<file path="src/rtl/adder_bist_pkg.sv">
// Shared definitions for the adder BIST controller: FSM states, corner
// operand pairs, LFSR tap mask and error-counter helpers.
package adder_bist_pkg;

    typedef enum logic [1:0] {
        ST_IDLE  = 2'd0,
        ST_RUN   = 2'd1,
        ST_DRAIN = 2'd2,
        ST_DONE  = 2'd3
    } state_t;

    // Fixed corner vectors issued as indices 0..3 of every run.
    localparam logic [15:0] CORNER_A0 = 16'h0000;
    localparam logic [15:0] CORNER_B0 = 16'h0000;
    localparam logic [15:0] CORNER_A1 = 16'hFFFF;
    localparam logic [15:0] CORNER_B1 = 16'hFFFF;
    localparam logic [15:0] CORNER_A2 = 16'hFFFF;
    localparam logic [15:0] CORNER_B2 = 16'h0001;
    localparam logic [15:0] CORNER_A3 = 16'h8000;
    localparam logic [15:0] CORNER_B3 = 16'h8000;

    localparam logic [31:0] LFSR_TAPS   = 32'h8020_0003;
    localparam logic [15:0] ERR_SAT     = 16'hFFFF;
    localparam logic [15:0] NO_FAIL_IDX = 16'hFFFF;

    // Corner operand pair packed as {a, b}.
    function automatic logic [31:0] corner_pair(input logic [1:0] idx);
        logic [31:0] pair;
        case (idx)
            2'd0:    pair = {CORNER_A0, CORNER_B0};
            2'd1:    pair = {CORNER_A1, CORNER_B1};
            2'd2:    pair = {CORNER_A2, CORNER_B2};
            2'd3:    pair = {CORNER_A3, CORNER_B3};
            default: pair = 32'h0000_0000;
        endcase
        return pair;
    endfunction

    // One right-shifting Galois step.
    function automatic logic [31:0] galois_step(input logic [31:0] s);
        return (s >> 1) ^ ({32{s[0]}} & LFSR_TAPS);
    endfunction

    // Error counter increment that sticks at the ceiling.
    function automatic logic [15:0] sat_inc16(input logic [15:0] v);
        return (v == ERR_SAT) ? v : v + 16'd1;
    endfunction

endpackage

</file>
<file path="src/rtl/adder_bist_lfsr32.sv">
// 32-bit Galois LFSR with synchronous seed load and step enable.
import adder_bist_pkg::*;

module lfsr32 (
    input  logic        clk,
    input  logic        rst,
    input  logic        i_load,
    input  logic        i_en,
    input  logic [31:0] i_seed,
    output logic [31:0] o_state
);

    logic [31:0] r_state;

    // Seed on reset or load request, otherwise step when enabled.
    always_ff @(posedge clk) begin
        if (rst || i_load) begin
            r_state <= i_seed;
        end else if (i_en) begin
            r_state <= galois_step(r_state);
        end
    end

    assign o_state = r_state;

endmodule

</file>
<file path="src/rtl/adder_bist.sv">
// BIST initiator/checker for the registered adder: issues corner and
// pseudo-random operand pairs, predicts the sums and compares them after
// the adder's pipeline latency.
import adder_bist_pkg::*;

module adder_bist #(
    parameter int          WIDTH       = 16,
    parameter int          LATENCY     = 2,
    parameter int          NUM_VECTORS = 256,
    parameter logic [31:0] SEED        = 32'hACE1_1234
) (
    input  logic             clk,
    input  logic             rst,
    input  logic             start,
    output logic [WIDTH-1:0] a_o,
    output logic [WIDTH-1:0] b_o,
    input  logic [WIDTH:0]   sum_i,
    output logic             busy,
    output logic             done,
    output logic             pass,
    output logic [15:0]      err_cnt,
    output logic [15:0]      first_fail_idx
);

    localparam logic [31:0] LOAD_SEED  = (SEED == 32'd0) ? 32'd1 : SEED;
    localparam logic [15:0] LAST_IDX   = 16'(NUM_VECTORS - 1);
    localparam logic [7:0]  LAST_DRAIN = 8'(LATENCY - 1);

    state_t      r_state;
    logic [15:0] r_idx;
    logic [7:0]  r_drain;

    logic [WIDTH:0]     r_exp  [LATENCY];
    logic [15:0]        r_didx [LATENCY];
    logic [LATENCY-1:0] r_vld;

    logic        w_start_run;
    logic [15:0] w_next_idx;
    logic [15:0] w_sel_idx;
    logic        w_issue_rand;
    logic [31:0] w_lfsr;
    logic [31:0] w_pair;
    logic        w_mismatch;
    logic        w_first;
    logic [15:0] w_err_next;

    assign w_start_run  = start && ((r_state == ST_IDLE) || (r_state == ST_DONE));
    assign w_next_idx   = r_idx + 16'd1;
    assign w_sel_idx    = w_start_run ? 16'd0 : w_next_idx;
    // The LFSR steps exactly when its current state is consumed as a vector.
    assign w_issue_rand = (r_state == ST_RUN) && (r_idx != LAST_IDX) && (w_next_idx >= 16'd4);

    lfsr32 u_lfsr (
        .clk     (clk),
        .rst     (rst),
        .i_load  (w_start_run),
        .i_en    (w_issue_rand),
        .i_seed  (LOAD_SEED),
        .o_state (w_lfsr)
    );

    // Pick the operand pair for the vector about to be issued.
    always_comb begin
        w_pair = 32'h0000_0000;
        if (w_sel_idx < 16'd4) begin
            w_pair = corner_pair(w_sel_idx[1:0]);
        end else begin
            w_pair = w_lfsr;
        end
    end

    assign w_mismatch = r_vld[LATENCY-1] && (sum_i != r_exp[LATENCY-1]);
    assign w_err_next = w_mismatch ? sat_inc16(err_cnt) : err_cnt;
    assign w_first    = w_mismatch && (err_cnt == 16'd0);

    // Expected-sum delay line aligned with the adder's pipeline.
    always_ff @(posedge clk) begin
        if (rst) begin
            for (int i = 0; i < LATENCY; i++) begin
                r_exp[i]  <= '0;
                r_didx[i] <= 16'd0;
            end
            r_vld <= '0;
        end else begin
            r_exp[0]  <= {1'b0, a_o} + {1'b0, b_o};
            r_didx[0] <= r_idx;
            r_vld[0]  <= (r_state == ST_RUN);
            for (int i = 1; i < LATENCY; i++) begin
                r_exp[i]  <= r_exp[i-1];
                r_didx[i] <= r_didx[i-1];
                r_vld[i]  <= r_vld[i-1];
            end
        end
    end

    // Run sequencing, operand issue and result bookkeeping.
    always_ff @(posedge clk) begin
        if (rst) begin
            r_state        <= ST_IDLE;
            r_idx          <= 16'd0;
            r_drain        <= 8'd0;
            a_o            <= '0;
            b_o            <= '0;
            busy           <= 1'b0;
            done           <= 1'b0;
            pass           <= 1'b0;
            err_cnt        <= 16'd0;
            first_fail_idx <= NO_FAIL_IDX;
        end else begin
            case (r_state)
                ST_IDLE, ST_DONE: begin
                    if (start) begin
                        r_state        <= ST_RUN;
                        r_idx          <= 16'd0;
                        a_o            <= WIDTH'(w_pair[31:16]);
                        b_o            <= WIDTH'(w_pair[15:0]);
                        busy           <= 1'b1;
                        done           <= 1'b0;
                        err_cnt        <= 16'd0;
                        first_fail_idx <= NO_FAIL_IDX;
                    end
                end
                ST_RUN: begin
                    err_cnt <= w_err_next;
                    if (w_first) begin
                        first_fail_idx <= r_didx[LATENCY-1];
                    end
                    if (r_idx == LAST_IDX) begin
                        r_state <= ST_DRAIN;
                        r_drain <= 8'd0;
                        a_o     <= '0;
                        b_o     <= '0;
                    end else begin
                        r_idx <= w_next_idx;
                        a_o   <= WIDTH'(w_pair[31:16]);
                        b_o   <= WIDTH'(w_pair[15:0]);
                    end
                end
                ST_DRAIN: begin
                    err_cnt <= w_err_next;
                    if (w_first) begin
                        first_fail_idx <= r_didx[LATENCY-1];
                    end
                    if (r_drain == LAST_DRAIN) begin
                        r_state <= ST_DONE;
                        busy    <= 1'b0;
                        done    <= 1'b1;
                        pass    <= (w_err_next == 16'd0);
                    end else begin
                        r_drain <= r_drain + 8'd1;
                    end
                end
                default: begin
                    r_state <= ST_IDLE;
                end
            endcase
        end
    end

endmodule

</file>
<file path="config.mk">
export PLATFORM = sky130hd
export DESIGN_NAME = adder_bist
export DESIGN_NICKNAME = d
export VERILOG_FILES = /design/src/rtl/adder_bist_pkg.sv /design/src/rtl/adder_bist_lfsr32.sv /design/src/rtl/adder_bist.sv
export SDC_FILE = /design/constraint.sdc
export NUM_CORES = 1
export LEC_CHECK = 0
export CORE_MARGIN = 8
export CORE_UTILIZATION = 57
export CTS_CLUSTER_DIAMETER = 40
export DETAILED_ROUTE_END_ITERATION = 8
export HOLD_SLACK_MARGIN = 0.12
export PLACE_DENSITY_LB_ADDON = 0.1
export SLEW_MARGIN = 20
export SYNTH_ARGS = -nofsm -noshare
export SYNTH_HDL_FRONTEND = slang
export SYNTH_SLANG_ARGS = --single-unit
export TNS_END_PERCENT = 1
</file>
<file path="constraint.sdc">
create_clock -name clk -period 3.3 [get_ports clk]
set_input_delay 0.99 -clock clk [delete_from_list [all_inputs] [get_ports clk]]
set_output_delay 0.99 -clock clk [all_outputs]
set_load 0.02 [all_outputs]
</file>
* Word-level counts from Yosys, hierarchy flattened *
Memories as Yosys holds them, arrays and structs flattened.
Index checks and enable logic that the tools add are counted.

cells by class
  add/sub/neg operators = 4
  magnitude comparators = 2
  bitwise operators = 5
  muxes and demuxes = 38
  equal/unequal tests = 17
  reductions and logical operators = 23

operators by type and width
  kind                                                                           number
  16-bit two-way mux                                                             13
  16-bit case mux with 2 select lines                                            5
  32-bit case mux with 4 select lines                                            1
  17-bit two-way mux                                                             2
  16-bit by 1-bit adder with 16-bit output, second input constant                2
  16-bit logical NOT                                                             2
  32-bit two-way mux                                                             1
  31-bit by 32-bit XOR with 32-bit output                                        1
  16-bit by 16-bit adder with 17-bit output                                      1
  17-bit != test                                                                 1
  16-bit equality test, second input constant                                    1
  16-bit by 8-bit equality test with 1-bit output, second input constant         1
  16-bit by 3-bit >= comparator with 1-bit output, second input constant         1
  16-bit by 3-bit less-than comparator with 1-bit output, second input constant  1
  8-bit two-way mux                                                              2
  16-bit by 8-bit != test with 1-bit output, second input constant               1
  8-bit case mux with 2 select lines                                             1
  3-bit AND reduction                                                            4
  8-bit by 1-bit adder with 8-bit output, second input constant                  1
  2-bit equality test, second input constant                                     4
  8-bit by 1-bit equality test with 1-bit output, second input constant          1
  2-bit != test, second input constant                                           4
  1-bit two-way mux                                                              7
  2-bit two-way mux                                                              3
  other kinds (11)                                                               28

storage, ports and cells
  bits in writable memories = 66
  memories kept = 2
  input bits = 20
  flip-flop bits (word level) = 127
  logic and storage cells = 103
  output and inout bits = 67

memory list
  memory  depth  width  rd ports  clocked after memory_dff  write ports  line              RTL
  r_exp   2      17     2         0                         2            adder_bist.sv:33  logic [WIDTH:0] r_exp [LATENCY];
  r_didx  2      16     2         0                         2            adder_bist.sv:34  logic [15:0] r_didx [LATENCY];

* Depth between registers and ports, before layout *
  depth in word-level cells = 9
  mapped depth = 13
  mapped depth without buffers = 11

* Cells and area by module *
A second synthesis with hierarchy kept.

second synthesis, totals
  cells, all modules = 887
  area, all modules = 8737.1 um2

modules (own cells, without submodules)
  module      times used  area each (um2)  cells an instance  sequential area each (um2)
  adder_bist  1           7322.0           815                3223.1
  lfsr32      1           1415.1           72                 960.9

* Least setup slack after synthesis *
OpenSTA, ideal clock, no wires.

  kind = input to register
  start = in sum_i[2]
  end = reg first_fail_idx[0]
  setup time = 0.117 ns
  required time = 3.183 ns
  buffers on the path = 2
  stages on the path = 10
  arrival time = 2.495 ns
  path slack = 0.688 ns
  cell sequence = xor2_1 nor4_1 nand3_1 o21ai_1 or3_1 clkbuf_1 clkbuf_1 nand2_1 o21ai_0 nand2b_1

between the ends
  cells in the longest elaborated chain, start to end = 5

ends and longest elaborated chain
  item                                                       line               RTL
  start: declaration                                         adder_bist.sv:17   input logic [WIDTH:0] sum_i,
  17-bit != test                                             adder_bist.sv:72   assign w_mismatch = r_vld[LATENCY-1] && (sum_i != r_exp[LATENCY-1]);
  1-bit logical AND                                          adder_bist.sv:72
  1-bit logical AND                                          adder_bist.sv:74   assign w_first = w_mismatch && (err_cnt == 16'd0);
  2-bit by 1-bit != test with 1-bit output (no source line)  -
  2-bit AND reduction (no source line)                       -
  end signal: assignment                                     adder_bist.sv:126  first_fail_idx <= r_didx[LATENCY-1];
  end signal: assignment                                     adder_bist.sv:142  first_fail_idx <= r_didx[LATENCY-1];
  end: declaration                                           adder_bist.sv:22   output logic [15:0] first_fail_idx

No other way between the ends.
A chain may end at the register's enable or synchronous reset.

* Final worst setup path *
  start = reg r_idx[0]
  end = reg b_o[6]

between the ends
  cells in the longest elaborated chain, start to end = 7
  elaborated cells on any way between the ends = 13
  classes of those cells = 1 x add/sub; 1 x order compare; 4 x eq/ne; 6 x mux; 1 x reduce/logical

ends and longest elaborated chain
  item                                                                              line               RTL
  start: declaration                                                                adder_bist.sv:30   logic [15:0] r_idx;
  start signal: assignment                                                          adder_bist.sv:134  r_idx <= w_next_idx;
  branches (longest 6 deep; another with 16-bit by 1-bit adder with 16-bit output)  -
  16-bit case mux with 2 select lines *                                             adder_bist.sv:110  case (r_state)
  end signal: assignment                                                            adder_bist.sv:116  b_o <= WIDTH'(w_pair[15:0]);
  end signal: assignment                                                            adder_bist.sv:136  b_o <= WIDTH'(w_pair[15:0]);
  end: declaration                                                                  adder_bist.sv:16   output logic [WIDTH-1:0] b_o,

Mark *: on every way between the ends. The select of a mux whose other input is x is not followed.

==> summary.txt <==
Outcome
  – Status: finished, final reports clean

Clock network
  – Postcts setup bufs: 0
  – Worst skew pair latency: 0.43 ns
  – CTS tree: built
  – CTS Buffer Depth: 2
  – Clock sink total: 193
  – Hold Buf Count CTS: 0
  – H-tree Lvls: 4
  – Post_cts resized: 0
  – TritonCTS Buffers: 17
  – Clk pin slew, worst setup/hold paths: 0.07 ns
  – CTS root buffer: clkbuf_16

Layout
  – Number of diodes: 0
  – Layout area overhead: 18.8%
  – Post-route cell area: 0.0100 sq mm
  – Area of the multi-input gates: 0.00421 sq mm
  – Post-layout util: 69.1%
  – FF/Latch Area: 0.00386 sq mm
  – Nets: 1027
  – Fillers: 1151
  – Layout cells sized above 1: 7.55%

STA
  – RSZ-0062 raised after global routing: no
  – Clock skew: 0.00994 ns
  – Setup TNS: 0 ns
  – Tmin final: 3.11 ns
  – Slew Viols, Final: 0
  – Slew @ Worst Pin: 0.797 ns
  – # setup viols final: 0
  – Tcrit/Tclk final: 94.3%
  – WHS: 0.429 ns
  – Hold Vio Cnt, Final: 0
  – Fmax: 322 MHz
  – Worst relative slew slack: 46.8%

Synthesis
  – Post-synth cell types: 70
  – Post-synth EDFFs: 0
  – Synth async-reset ratio: 0%
  – Top_reg_cell synth: dfxtp_1
  – Syn Inst Count: 917
  – Syn Nets: 964
  – Mapped Area: 0.00845 sq mm
  – Avg Inst Size Synth: 9.22 sq um
  – Seq/Total Area, Yosys: 45.7%
  – YS warnings: 0
  – Synthesized flop and latch total: 193

Critical path
  – Critical Path AT: 3.47 ns
  – Crit path required time: 3.66 ns
  – CP startpoint kind: register
  – Crit-path max FO: 14
  – Setup CP Type: register to register
  – CP Capture Type: register

Place
  – Post-DP Area: 0.00942 sq mm
  – Dpl hpwl: 13.8 mm
  – Routability-driven placement congestion ratio: 0.865
  – Port bufs: 86

Floorplan
  – Core Area: 0.0145 sq mm
  – # IOs: 87
  – Die area: 0.0190 sq mm
  – Chip height: 138 um
  – Width of the die: 138 um
  – Starting density of the core: 58.2%
  – Num rows: 44

Worst hold path
  – Worst Hold Class: register to register

Route
  – Avg WL per Cell: 16.6 um
  – Final ANT Viol Nets: 0
  – Drt pass-1 iters: 5
  – # DRC: 0
  – WL final: 19.5 mm
  – Initial drt markers: 559
  – DR vias: 6770
  – Vias/cell: 5.75

GRT
  – Total gr overflow: 0
  – Largest net degree at the start of global routing: 105
  – Number of global-route vias before repair: 6364
  – First-pass GRT wire length: 31.8 mm
  – Antenna violations before repair: 0
  – Gr usage total: 20.9%

Power and ir drop
  – Worst VDD drop: 493 uV
  – PwrDens: 675 mW/mm^2
  – Leakage: 4.12 nW

Run
  – Max Cap Viol: 0
==> final cells by class <==
class                   count  area share [%]
clock buffers              22            4.72
clock inverters            10            1.46
repair buffers            109            10.5
inverters                  15           0.561
well taps                 184            2.29
multi-input cells         644            42.0
flip-flops and latches    193            38.5
==> cell families after synthesis <==
kind of cell | share of synthesized area, %
xor gates and xnor gates | 4.66
AOI/OAI and AO/OA | 14.7
DFF | 45.7
adders and majority gates | 4.09
and+or+nand+nor | 22.4
buffers and inverters | 4.48
muxes | 4.03
==> final timing paths <==
| kind | startpoint | endpoint | slack (ns) | cells past startpoint |
|---|---|---|---|---|
| max | r_idx[0] | b_o[6] | 0.19 | 9 |
| min | r_didx[0][4] | r_didx[0][20] | 0.43 | 1 |
| max reg2reg | r_idx[0] | b_o[6] | 0.19 | 9 |
| min reg2reg | r_didx[0][4] | r_didx[0][20] | 0.43 | 1 |
==> registers in the layout (all words and copies together) (netlist names), 2 cells and up <==
signal,count
a_o,16
b_o,16
err_cnt,16
first_fail_idx,16
r_didx,32
r_drain,8
r_exp,34
r_idx,16
r_state,2
r_vld,2
u_lfsr.o_state,32
==> critical path, stage by stage, from the launching register on <==
cell,delay (ns)
dfxtp_1,0.54
ha_1,0.32
nand2_1,0.12
nor4_2,0.35
and3_1,0.23
o221ai_1,0.13
or3_1,0.52
nand2_2,0.13
and3_1,0.51
a221o_1,0.20
==> through the flow <==
step                      power (mW)  instances  setup slack [ns]
after detailed placement        4.67       1145            -0.114
after CTS                       6.80       1177             0.134
after floorplan                 4.01        917             0.688
final                           6.77       1177             0.190
after global placement          4.62       1145           -0.0428
after global routing            7.11       1177            0.0108
==> where the power goes <==
group          switching [mW]  total [mW]  internal (mW)
clock                   0.871        2.13           1.26
sequential              0.201        2.79           2.59
combinational            1.03        1.85          0.819
==> cell usage after synthesis, drive strengths merged, types with 2 or more instances <==
library cell / count / area (sq um)
nand2b: 24 / 150
clkbuf: 42 / 159
ha: 26 / 325
o221ai: 3 / 26.3
xor2: 27 / 236
nand2: 70 / 268
and3: 18 / 118
xnor2: 18 / 158
a21o: 8 / 60.1
nor2: 99 / 377
nand3b: 3 / 22.5
a31oi: 9 / 56.3
and2: 2 / 12.5
a221o: 30 / 300
nand3: 19 / 105
a32o: 2 / 20.0
inv: 15 / 56.3
o31ai: 3 / 22.5
nor3: 19 / 105
and4: 3 / 26.3
or3: 13 / 81.3
a211oi: 7 / 52.6
nand4: 13 / 96.3
a21boi: 4 / 33.8
nor2b: 58 / 363
o21ai: 53 / 265
o41ai: 3 / 26.3
o21bai: 2 / 15.0
mux2i: 34 / 340
a21oi: 26 / 130
dfxtp: 193 / 3860
nor4: 12 / 103
a211o: 3 / 26.3
o211ai: 3 / 22.5
o22a: 2 / 17.5
a311oi: 5 / 43.8
buf: 23 / 164
a41oi: 4 / 35.0
or2: 3 / 18.8
==> cell usage in the layout (no fill, tap or decap), types with 26 or more instances in the layout <==
master,n
ha_1,26
xor2_1,27
o21ai_0,52
a21oi_1,26
mux2i_1,34
nand2_1,68
clkdlybuf4s50_1,85
nor2_1,96
dfxtp_1,193
nor2b_1,58
a221o_1,30
==> per-layer routing <==
| metal | routed length [um] | part of all wire, % | track usage (%) | up-vias |
|---|---|---|---|---|
| met5 | 0 | 0 | 0 | - |
| met4 | 339 | 1.7 | 7.04 | 0 |
| met3 | 1190 | 6.1 | 4.89 | 27 |
| met2 | 9260 | 47 | 33.7 | 216 |
| met1 | 8730 | 45 | 26.9 | 3165 |
| li1 | - | - | - | 3362 |
Power figures use the tool's default switching activity.
